### config.mk
export PLATFORM = sky130hd
export DESIGN_NAME = cpu_stack_seq
export DESIGN_NICKNAME = d
export VERILOG_FILES = /design/src/rtl/cpu_stack_seq.sv
export SDC_FILE = /design/constraint.sdc
export NUM_CORES = 1
export LEC_CHECK = 0
export ABC_AREA = 1
export ABC_CLOCK_PERIOD_IN_PS = 3000
export BUFFER_PORTS_ARGS = -buffer_cell sky130_fd_sc_hd__buf_2
export CAP_MARGIN = 10
export CORE_ASPECT_RATIO = 0.6
export CORE_UTILIZATION = 53
export DETAILED_ROUTE_END_ITERATION = 8
export HOLD_SLACK_MARGIN = 0.03
export PLACE_DENSITY = 0.8
export REMOVE_ABC_BUFFERS = 1
export SLEW_MARGIN = 0
export SYNTH_ARGS = -nofsm -noshare
export SYNTH_HDL_FRONTEND = slang
export SYNTH_SLANG_ARGS = --single-unit
export TNS_END_PERCENT = 5
### constraint.sdc
create_clock -name clk -period 3 [get_ports clk]
set_clock_uncertainty 0.05 [all_clocks]
set_input_delay 0.45 -clock clk [delete_from_list [all_inputs] [get_ports clk]]
set_output_delay 0.45 -clock clk [all_outputs]
set_load 0.005 [all_outputs]
### src/rtl/cpu_stack_seq.sv
// Stack-page push/pop sequencer for the 6502 core: runs 8/16-bit stack transfers on the
// memory bus and returns the final SP to the register file with a one-cycle sp_write strobe.
module cpu_stack_seq #(
  parameter logic [7:0] STACK_PAGE = 8'h01
) (
  input  logic        clk,
  input  logic        rst,
  input  logic        cmd_valid,
  output logic        cmd_ready,
  input  logic [1:0]  cmd_op,
  input  logic [15:0] cmd_data,
  input  logic [7:0]  sp_in,
  output logic [15:0] mem_addr,
  output logic [7:0]  mem_wdata,
  output logic        mem_we,
  output logic        mem_re,
  input  logic [7:0]  mem_rdata,
  output logic [7:0]  sp_out,
  output logic        sp_write,
  output logic        rsp_valid,
  output logic [15:0] rsp_data
);

  typedef enum logic [2:0] {IDLE, WR_HI, WR_LO, RD_LO, CAP_LO, RD_HI, CAP_HI, DONE} state_t;

  state_t      state_q, state_d;
  logic        wide_q, wide_d;
  logic [15:0] data_q, data_d;
  logic [7:0]  sp_q, sp_d;
  logic        ready_q, ready_d;
  logic        cap_lo_q, cap_lo_d, cap_hi_q, cap_hi_d;
  logic [15:0] addr_q, addr_d;
  logic [7:0]  wdata_q, wdata_d;
  logic        we_q, we_d, re_q, re_d;
  logic [7:0]  sp_out_q, sp_out_d;
  logic        sp_write_q, sp_write_d;
  logic        rsp_valid_q, rsp_valid_d;
  logic [15:0] rsp_q, rsp_d;
  logic [7:0]  sp_inc, sp_dec;

  assign sp_inc = sp_q + 8'd1;
  assign sp_dec = sp_q - 8'd1;

  always_comb begin
    state_d     = state_q;
    wide_d      = wide_q;
    data_d      = data_q;
    sp_d        = sp_q;
    ready_d     = ready_q;
    cap_lo_d    = 1'b0;
    cap_hi_d    = 1'b0;
    addr_d      = addr_q;
    wdata_d     = wdata_q;
    we_d        = 1'b0;
    re_d        = 1'b0;
    sp_out_d    = sp_out_q;
    sp_write_d  = 1'b0;
    rsp_valid_d = 1'b0;
    rsp_d       = rsp_q;
    // Read data arrives the cycle after mem_re, so the byte lands one edge after CAP_*.
    if (cap_lo_q) rsp_d[7:0]  = mem_rdata;
    if (cap_hi_q) rsp_d[15:8] = mem_rdata;
    unique case (state_q)
      IDLE: if (cmd_valid && ready_q) begin
        wide_d  = cmd_op[0];
        data_d  = cmd_data;
        sp_d    = sp_in;
        rsp_d   = 16'h0000;
        ready_d = 1'b0;
        unique case (cmd_op)
          2'b00:   state_d = WR_LO;
          2'b01:   state_d = WR_HI;
          default: state_d = RD_LO;
        endcase
      end
      WR_HI: begin
        we_d    = 1'b1;
        addr_d  = {STACK_PAGE, sp_q};
        wdata_d = data_q[15:8];
        sp_d    = sp_dec;
        state_d = WR_LO;
      end
      WR_LO: begin
        we_d    = 1'b1;
        addr_d  = {STACK_PAGE, sp_q};
        wdata_d = data_q[7:0];
        sp_d    = sp_dec;
        state_d = DONE;
      end
      RD_LO: begin
        re_d    = 1'b1;
        addr_d  = {STACK_PAGE, sp_inc};
        sp_d    = sp_inc;
        state_d = CAP_LO;
      end
      CAP_LO: begin
        cap_lo_d = 1'b1;
        state_d  = wide_q ? RD_HI : DONE;
      end
      RD_HI: begin
        re_d    = 1'b1;
        addr_d  = {STACK_PAGE, sp_inc};
        sp_d    = sp_inc;
        state_d = CAP_HI;
      end
      CAP_HI: begin
        cap_hi_d = 1'b1;
        state_d  = DONE;
      end
      DONE: begin
        sp_write_d  = 1'b1;
        sp_out_d    = sp_q;
        rsp_valid_d = 1'b1;
        ready_d     = 1'b1;
        state_d     = IDLE;
      end
      default: state_d = IDLE;
    endcase
  end

  always_ff @(posedge clk or posedge rst) begin
    if (rst) begin
      state_q     <= IDLE;
      wide_q      <= 1'b0;
      data_q      <= 16'h0000;
      sp_q        <= 8'h00;
      ready_q     <= 1'b1;
      cap_lo_q    <= 1'b0;
      cap_hi_q    <= 1'b0;
      addr_q      <= 16'h0000;
      wdata_q     <= 8'h00;
      we_q        <= 1'b0;
      re_q        <= 1'b0;
      sp_out_q    <= 8'h00;
      sp_write_q  <= 1'b0;
      rsp_valid_q <= 1'b0;
      rsp_q       <= 16'h0000;
    end else begin
      state_q     <= state_d;
      wide_q      <= wide_d;
      data_q      <= data_d;
      sp_q        <= sp_d;
      ready_q     <= ready_d;
      cap_lo_q    <= cap_lo_d;
      cap_hi_q    <= cap_hi_d;
      addr_q      <= addr_d;
      wdata_q     <= wdata_d;
      we_q        <= we_d;
      re_q        <= re_d;
      sp_out_q    <= sp_out_d;
      sp_write_q  <= sp_write_d;
      rsp_valid_q <= rsp_valid_d;
      rsp_q       <= rsp_d;
    end
  end

  assign cmd_ready = ready_q;
  assign mem_addr  = addr_q;
  assign mem_wdata = wdata_q;
  assign mem_we    = we_q;
  assign mem_re    = re_q;
  assign sp_out    = sp_out_q;
  assign sp_write  = sp_write_q;
  assign rsp_valid = rsp_valid_q;
  assign rsp_data  = rsp_q;

endmodule

==> results of run 1 <==
[metrics by stage]
stage               worst slack (ns)  std cells
floorplan                      0.592        381
global placement                1.17        548
global route                   0.966        564
finish                          1.08        564
CTS                             1.11        564
detailed placement              1.13        548
[per-layer routing]
layer / up-vias / routed length, um
met1: 1311 / 3780
met4: 0 / 79
met3: 10 / 694
met2: 116 / 3190
li1: 1405 / -
met5: - / 0
[how the worst max path moves through the flow]
stage | endpoint | slack [ns] | cells past startpoint | startpoint
after CTS | sp_q[2]$_DFFE_PP0P_ | 1.11 | 8 | state_q[0]$_DFFE_PP0P_
after global placement | sp_q[2]$_DFFE_PP0P_ | 1.17 | 8 | state_q[0]$_DFFE_PP0P_
after floorplan | cap_hi_q$_DFF_PP0_ | 0.59 | 1 | rst
final | sp_q[2]$_DFFE_PP0P_ | 1.08 | 8 | state_q[1]$_DFFE_PP0P_
after detailed placement | mem_wdata[5]$_DFFE_PP0P_ | 1.13 | 6 | state_q[0]$_DFFE_PP0P_
after global routing | sp_q[2]$_DFFE_PP0P_ | 0.97 | 8 | state_q[0]$_DFFE_PP0P_
[power groups by stage]
| stage | clock network (uW) | logic [uW] | registers (uW) |
|---|---|---|---|
| after floorplan | 0 | 1130 | 1820 |
| after global placement | 0 | 1710 | 1830 |
| after detailed placement | 0 | 1760 | 1850 |
| after CTS | 755 | 1780 | 1840 |
| after global routing | 806 | 2020 | 1900 |
| final | 740 | 1780 | 1840 |
[registers in the layout, summed over array words and instances (netlist names)]
signal	cells
cmd_ready	1
wide_q	1
mem_we	1
state_q	3
data_q	16
sp_out	8
cap_hi_q	1
sp_q	8
mem_addr	9
cap_lo_q	1
rsp_valid	1
mem_wdata	8
mem_re	1
rsp_data	16
[cell type report]
| type | count | area share |
|---|---|---|
| Sequential cell | 75 | 0.462 |
| Multi-Input combinational cell | 267 | 0.324 |
| Timing Repair Buffer | 83 | 0.106 |
| Inverter | 39 | 0.0360 |
| Clock buffer | 10 | 0.0314 |
| Tap cell | 84 | 0.0259 |
| Clock inverter | 6 | 0.0142 |
[critical path, stage by stage, from the launching register on]
cell and delay (ns):
dfrtp_1 0.41, inv_1 0.10, nand2_2 0.12, nand3_1 0.41, inv_2 0.42, nand3_1 0.12, nand3_1 0.09, nand2_1 0.05
o21ai_0 0.07
[layout by cell type (no fill, tap or decap), types with 2 or more instances in the layout]
master      n
o21ai_1     5
nor2_2      2
nand3b_1    3
nor2_1     27
mux2_2     16
nand3_1    18
buf_2      82
nand4_1     7
or2_2       2
inv_2       7
ha_1        3
dfrtp_1    74
nand2_2     2
a21oi_1    15
nand2_1   122
clkinv_2    4
inv_1      32
conb_1      7
clkbuf_8    9
o21ai_0    30
[kinds of logic (layout without fill, tap and decap cells)]
logic type               after synthesis  count (layout)  synth area share
AO/OA/AOI/OAI                         53              53            0.0793
buffers and inverters                 62             138            0.0812
other                                  1               7           0.00109
multiplexers                          16              16            0.0522
XOR/XNOR                               1               1           0.00254
AND/OR/NAND/NOR                      187             187             0.229
adder cells (fa/ha/maj)                3               3            0.0109
flip-flops                            75              75             0.544
==> metrics.yaml, run 1 <==
place:
  dpl_cell_area_um2: 3880
  gp_congestion: 0.857
  hpwl_um: 5440
  io_buffers: 82
worst_setup_path:
  reg2reg_from: "state_q[1]$_DFFE_PP0P_"
  r2r_setup_slack_ns: 1.08
  cp_data_required_time_ns: 3.22
  critPathArrivalTime_ns: 2.14
  critical_path.endpoint_type: "register"
  critPathLaunchType: "register"
  r2r-end: "sp_q[2]$_DFFE_PP0P_"
  crit_fanout: 15
  rr_worst_depth: 8
  crit_type: "reg -> reg"
synth:
  syn_area_per_cell_um2: 8.68
  syn_area_um2: 3450
  yosys_register_bits: 75
  synthTopCellsByArea: "dfrtp_1 (54%), nand2_1 (13%), mux2_2 (5.2%)"
  synth_top_area_frac: 0.536
  seq_area_frac_synth: 0.544
  synth_edf_count: 0
  yosysUniqueCellTypes: 30
  yosys_warnings: 0
  synth_most_common_cell: "nand2_1"
  synthCells: 398
  synth_area_leader_cell: "dfrtp_1"
  synthArstFlopShare: 1.00
  synthTopCellsByCount: "nand2_1 (122), dfrtp_1 (74), inv_1 (33)"
  synthFlopType: "dfrtp_1"
power_and_ir_drop:
  seq_power_share: 0.422
  p_leak_uw: 0.00221
  finalPower_uw: 4360
  clockPowerShare: 0.170
  powerDensity_nw_per_um2: 1070
  pwr-share-comb: 0.408
  p_sw_frac: 0.404
  peakVddDrop_mv: 0.495
  p_sw_uw: 1760
  internal_power_uw: 2600
timing:
  worstMarginPinSlew_ns: 0.730
  finalMaxSlewViolations: 0
  rsz0062_at_grt: "no"
  tns_ns: 0
  whs_ns: 0.169
  setup_viol_count_final: 0
  clock.fmax_mhz: 521
  fin_crit_sh: 0.640
  hold_violations: 0
  min_period_ns: 1.92
  slew_headroom: 0.513
floorplan:
  num_rows: 22
  core_um2: 6190
  start_util: 0.558
  ios: 90
  die-width_um: 106
  die_area_um2: 6850
  die_y_um: 64.5
cts:
  cts_max_level: 3
  cts-root-buf: "clkbuf_8"
  postCtsSetupBuffers: 0
  clockBufferDepth: 2
  clock_latency_ns: 0.35
  hold_buffers: 0
  cts_resized: 0
  clk_pin_slew_ns: 0.07
  clock_sinks: 75
  cts_tree: "yes"
  cts_buffers: 9
global_routing:
  grt_pass1_wl_um: 12400
  grt_max_degree: 44
  grtUsageMet3: 0.0835
  grt_util_met2: 0.351
  grt_usage: 0.244
  grt_pass1_vias: 2557
  gr-total-overflow: 0
  met1_usage: 0.353
  grt.busiest_layer: "met1"
  antenna_found_initial: 0
cells_and_area:
  final_core_util: 0.656
  fin_nets: 515
  fillers: 521
  regArea_um2: 1880
  multiInputGateArea_um2: 1320
  drive_gt1_frac: 0.273
  area_delta_synth_final_pct: 17.6
  final_area_um2: 4060
  n_antenna_cell: 0
job:
  max_cap_viol_count: 0
routing:
  routedWlPerCell_um: 13.7
  antenna_left: 0
  routed_wl_um: 7740
  drtPass1Iterations: 5
  vias: 2842
  avgViaCountPerCell: 5.04
  drt_iter0_drc: 236
  route.detailed.drc: 0
hold_path:
  hp-class: "in -> async"
status:
  status: "complete, no violations"
No activity file was read; power rests on OpenSTA's default activity.
==> run 2, diff against run 1 <==
--- a/config.mk
+++ b/config.mk
@@ -5,8 +5,8 @@
 export SDC_FILE = /design/constraint.sdc
 export NUM_CORES = 1
 export LEC_CHECK = 0
-export ABC_AREA = 1
-export ABC_CLOCK_PERIOD_IN_PS = 3000
+export ABC_AREA = 0
+export ABC_CLOCK_PERIOD_IN_PS = 1900
 export BUFFER_PORTS_ARGS = -buffer_cell sky130_fd_sc_hd__buf_2
 export CAP_MARGIN = 10
 export CORE_ASPECT_RATIO = 0.6
==> constraint.sdc (replaced) <==
create_clock -name clk -period 1.9 [get_ports clk]
set_clock_uncertainty 0.05 [all_clocks]
set_input_delay 0.285 -clock clk [delete_from_list [all_inputs] [get_ports clk]]
set_output_delay 0.285 -clock clk [all_outputs]
set_load 0.005 [all_outputs]
==> run 2 against run 1 <==
  * Fmax grew 6.0%
  * Combinational power grew 96%
  * Utilization grew 4.2 points
  * Critical path depth shrank 2
  * Power grew 87%
  * Area after synthesis grew 4.5%
  * Count of clock-buffer cells in the layout shrank 1
  * First-iteration DRC count grew 21%
  * Hold slack lost 0.054 ns
  * Setup slack lost 0.99 ns
  * Largest cell class unchanged
==> metrics.yaml, run 2 <==
worst_setup_path:
  reg2reg_from: "sp_q[0]$_DFFE_PP0P_"
  r2r_setup_slack_ns: 0.09  # -0.99 ns
  crit_fanout: 7  # -8
  critPathLaunchType: "register"
  crit_type: "reg -> reg"
  critical_path.endpoint_type: "register"
  r2r-end: "sp_q[6]$_DFFE_PP0P_"
  rr_worst_depth: 6  # -2
  critPathArrivalTime_ns: 1.97  # -0.17 ns
  cp_data_required_time_ns: 2.06  # -1.16 ns
timing:
  fin_crit_sh: 0.953  # +0.313
  hold_violations: 0  # unchanged
  setup_slack_ns: 0.0896  # -0.991 ns
  finalMaxSlewViolations: 0  # unchanged
  clock.fmax_mhz: 552  # +6.0%
  min_period_ns: 1.81  # -0.109 ns
  rsz0062_at_grt: "no"
  whs_ns: 0.115  # -0.0543 ns
  setup_viol_count_final: 0  # unchanged
synth:
  synth_most_common_cell: "dfrtp_1"
  seq_area_frac_synth: 0.521  # -0.0232
  synthTopCellsByCount: "dfrtp_1 (74), nor2_1 (46), nand2_1 (25)"
  syn_area_um2: 3610  # +4.5%
  yosysUniqueCellTypes: 48  # +60%
  synth_area_leader_cell: "dfrtp_1"
  synthArstFlopShare: 1.00  # unchanged
  syn_area_per_cell_um2: 10.3  # +19%
  synthCells: 349  # -12%
  synth_edf_count: 0  # unchanged
  yosys_warnings: 0  # unchanged
  synth_top_area_frac: 0.513  # -0.0229
  yosys_register_bits: 75  # unchanged
  synthFlopType: "dfrtp_1"
  synthTopCellsByArea: "dfrtp_1 (51%), mux2_2 (6.9%), nor2_1 (4.8%)"
cts:
  clock_sinks: 75  # unchanged
  clk_pin_slew_ns: 0.06  # about the same
  cts_tree: "yes"
  clock_latency_ns: 0.34  # about the same
  cts_buffers: 9  # unchanged
  postCtsSetupBuffers: 0  # unchanged
  cts_max_level: 3  # unchanged
  clockBufferDepth: 2  # unchanged
  cts-root-buf: "clkbuf_16"
routing:
  routed_wl_um: 8170  # +5.6%
  routedWlPerCell_um: 15.6  # +14%
  antenna_left: 0  # unchanged
  vias: 2911  # +2.4%
  avgViaCountPerCell: 5.57  # +10%
  route.detailed.drc: 0  # unchanged
  drtPass1Iterations: 5  # unchanged
  drt_iter0_drc: 285  # +21%
cells_and_area:
  fin_nets: 474  # -8.0%
  area_delta_synth_final_pct: 22.5
  final_common_cell: "buf_2"
  final_area_um2: 4420  # +8.8%
  n_antenna_cell: 0  # unchanged
  drive_gt1_frac: 0.342  # +0.0688
  final_core_util: 0.698  # +0.0423
  fillers: 492  # -5.6%
  layout_common_cells: "buf_2 (82), dfrtp_1 (74), nor2_1 (46), nand2_1 (25), a21oi_1 (24)"
place:
  place_ws_ns: 0.119  # -1.01 ns
  hpwl_um: 5730  # +5.5%
  gp_congestion: 0.839  # -2.1%
  io_buffers: 82  # unchanged
  dpl_cell_area_um2: 4120  # +6.1%
floorplan:
  num_rows: 22  # unchanged
  die_y_um: 65.9  # +2.1%
  ios: 90  # unchanged
  start_util: 0.570  # +0.0122
  core_um2: 6330  # +2.2%
  die_area_um2: 7150  # +4.3%
  die-width_um: 109  # +2.2%
hold_path:
  hp-class: "in -> reg"
  worstHoldPathCells: 2
  hold_start: "cmd_data[13]"
  min_delay_worst_endpoint: "data_q[13]$_DFFE_PP0P_"
global_routing:
  grt_pass1_wl_um: 13500  # +8.8%
  grt_max_degree: 76  # +73%
  gr-total-overflow: 0  # unchanged
  antenna_found_initial: 0  # unchanged
  grt_usage: 0.253  # +0.00896
  grt_pass1_vias: 2765  # +8.1%
power_and_ir_drop:
  peakVddDrop_mv: 0.829  # +68%
  p_leak_uw: 0.00210  # -5.2%
  finalPower_uw: 8160  # +87%
  powerDensity_nw_per_um2: 1850  # +72%
job:
  max_cap_viol_count: 0  # unchanged
status:
  status: "complete, no violations"
## run 2: cell count changes in the layout (fill, tap and decap cells not counted), sizes merged, moves of 8 or more
cell / change
nand2: -98
a21oi: +9
nand3: -12
mux2i: +16
inv: -26
o21ai: -8
nor2: +17
o22ai: +10
buf: +16
## run 2: repair_timing
item / 4_1_cts / 5_1_grt
hold buffers: 1 / 0
endpoints found under the hold margin: 74 / 0
resized for setup: 0 / 1
endpoints found under the setup margin: 0 / 1
## run 2: final cells by class
class	count	area [um^2]	share of cell area
tap	84	105	0.0238
multi-input combinational	239	1540	0.349
inverter	9	36.3	0.00821
timing repair buffer	100	573	0.130
clock buffer	9	225	0.0509
sequential	75	1880	0.425
clock inverter	7	58.8	0.0133
## run 2: how the worst max path moves through the flow
stage	to	slack [ns]	cells after the start	start
5_1_grt	sp_q[3]$_DFFE_PP0P_	0.01	6	state_q[2]$_DFFE_PP0P_
3_3_place_gp	data_q[11]$_DFFE_PP0P_	0.18	4	cmd_ready$_DFFE_PP1P_
2_1_floorplan	data_q[0]$_DFFE_PP0P_	-0.67	2	state_q[1]$_DFFE_PP0P_
3_5_place_dp	data_q[1]$_DFFE_PP0P_	0.12	4	cmd_ready$_DFFE_PP1P_
6_report	sp_q[6]$_DFFE_PP0P_	0.09	6	sp_q[0]$_DFFE_PP0P_
4_1_cts	data_q[1]$_DFFE_PP0P_	0.11	4	cmd_ready$_DFFE_PP1P_
## run 2: cell families after synthesis
kind of cell,share of synthesized area
mux,0.116
other cells,0.00104
flops,0.521
fa+ha+maj,0.0104
xor+xnor,0.0316
compound gates,0.137
simple gates,0.123
buf+inv,0.0607
## run 2: power breakdown
part,total [uW],switching (uW),internal [uW],leakage [uW]
registers,3050,688,2360,0.000922
clock network,1620,715,904,0.000133
logic,3490,1850,1640,0.00104
## run 2: routing by layer
| metal | vias up | wire length (um) | track usage |
|---|---|---|---|
| li1 | 1368 | - | - |
| met1 | 1388 | 3790 | 0.345 |
| met2 | 141 | 3460 | 0.372 |
| met3 | 14 | 808 | 0.0995 |
| met4 | 0 | 106 | 0.0743 |
| met5 | - | 0 | 0 |
## run 2: worst max-delay path, cell delays in order, from the launching register on
cell and delay (ns):
dfrtp_1 0.47, ha_1 0.26, and3_1 0.24, nand3_1 0.13, xnor2_1 0.17, a221oi_1 0.26, o31ai_1 0.11
## run 2: through the flow
stage                     setup TNS (ns)  cells
final                                  0    523
after detailed placement               0    506
after global routing                   0    523
after floorplan                   -46.85    323
after CTS                              0    523
after global placement                 0    506
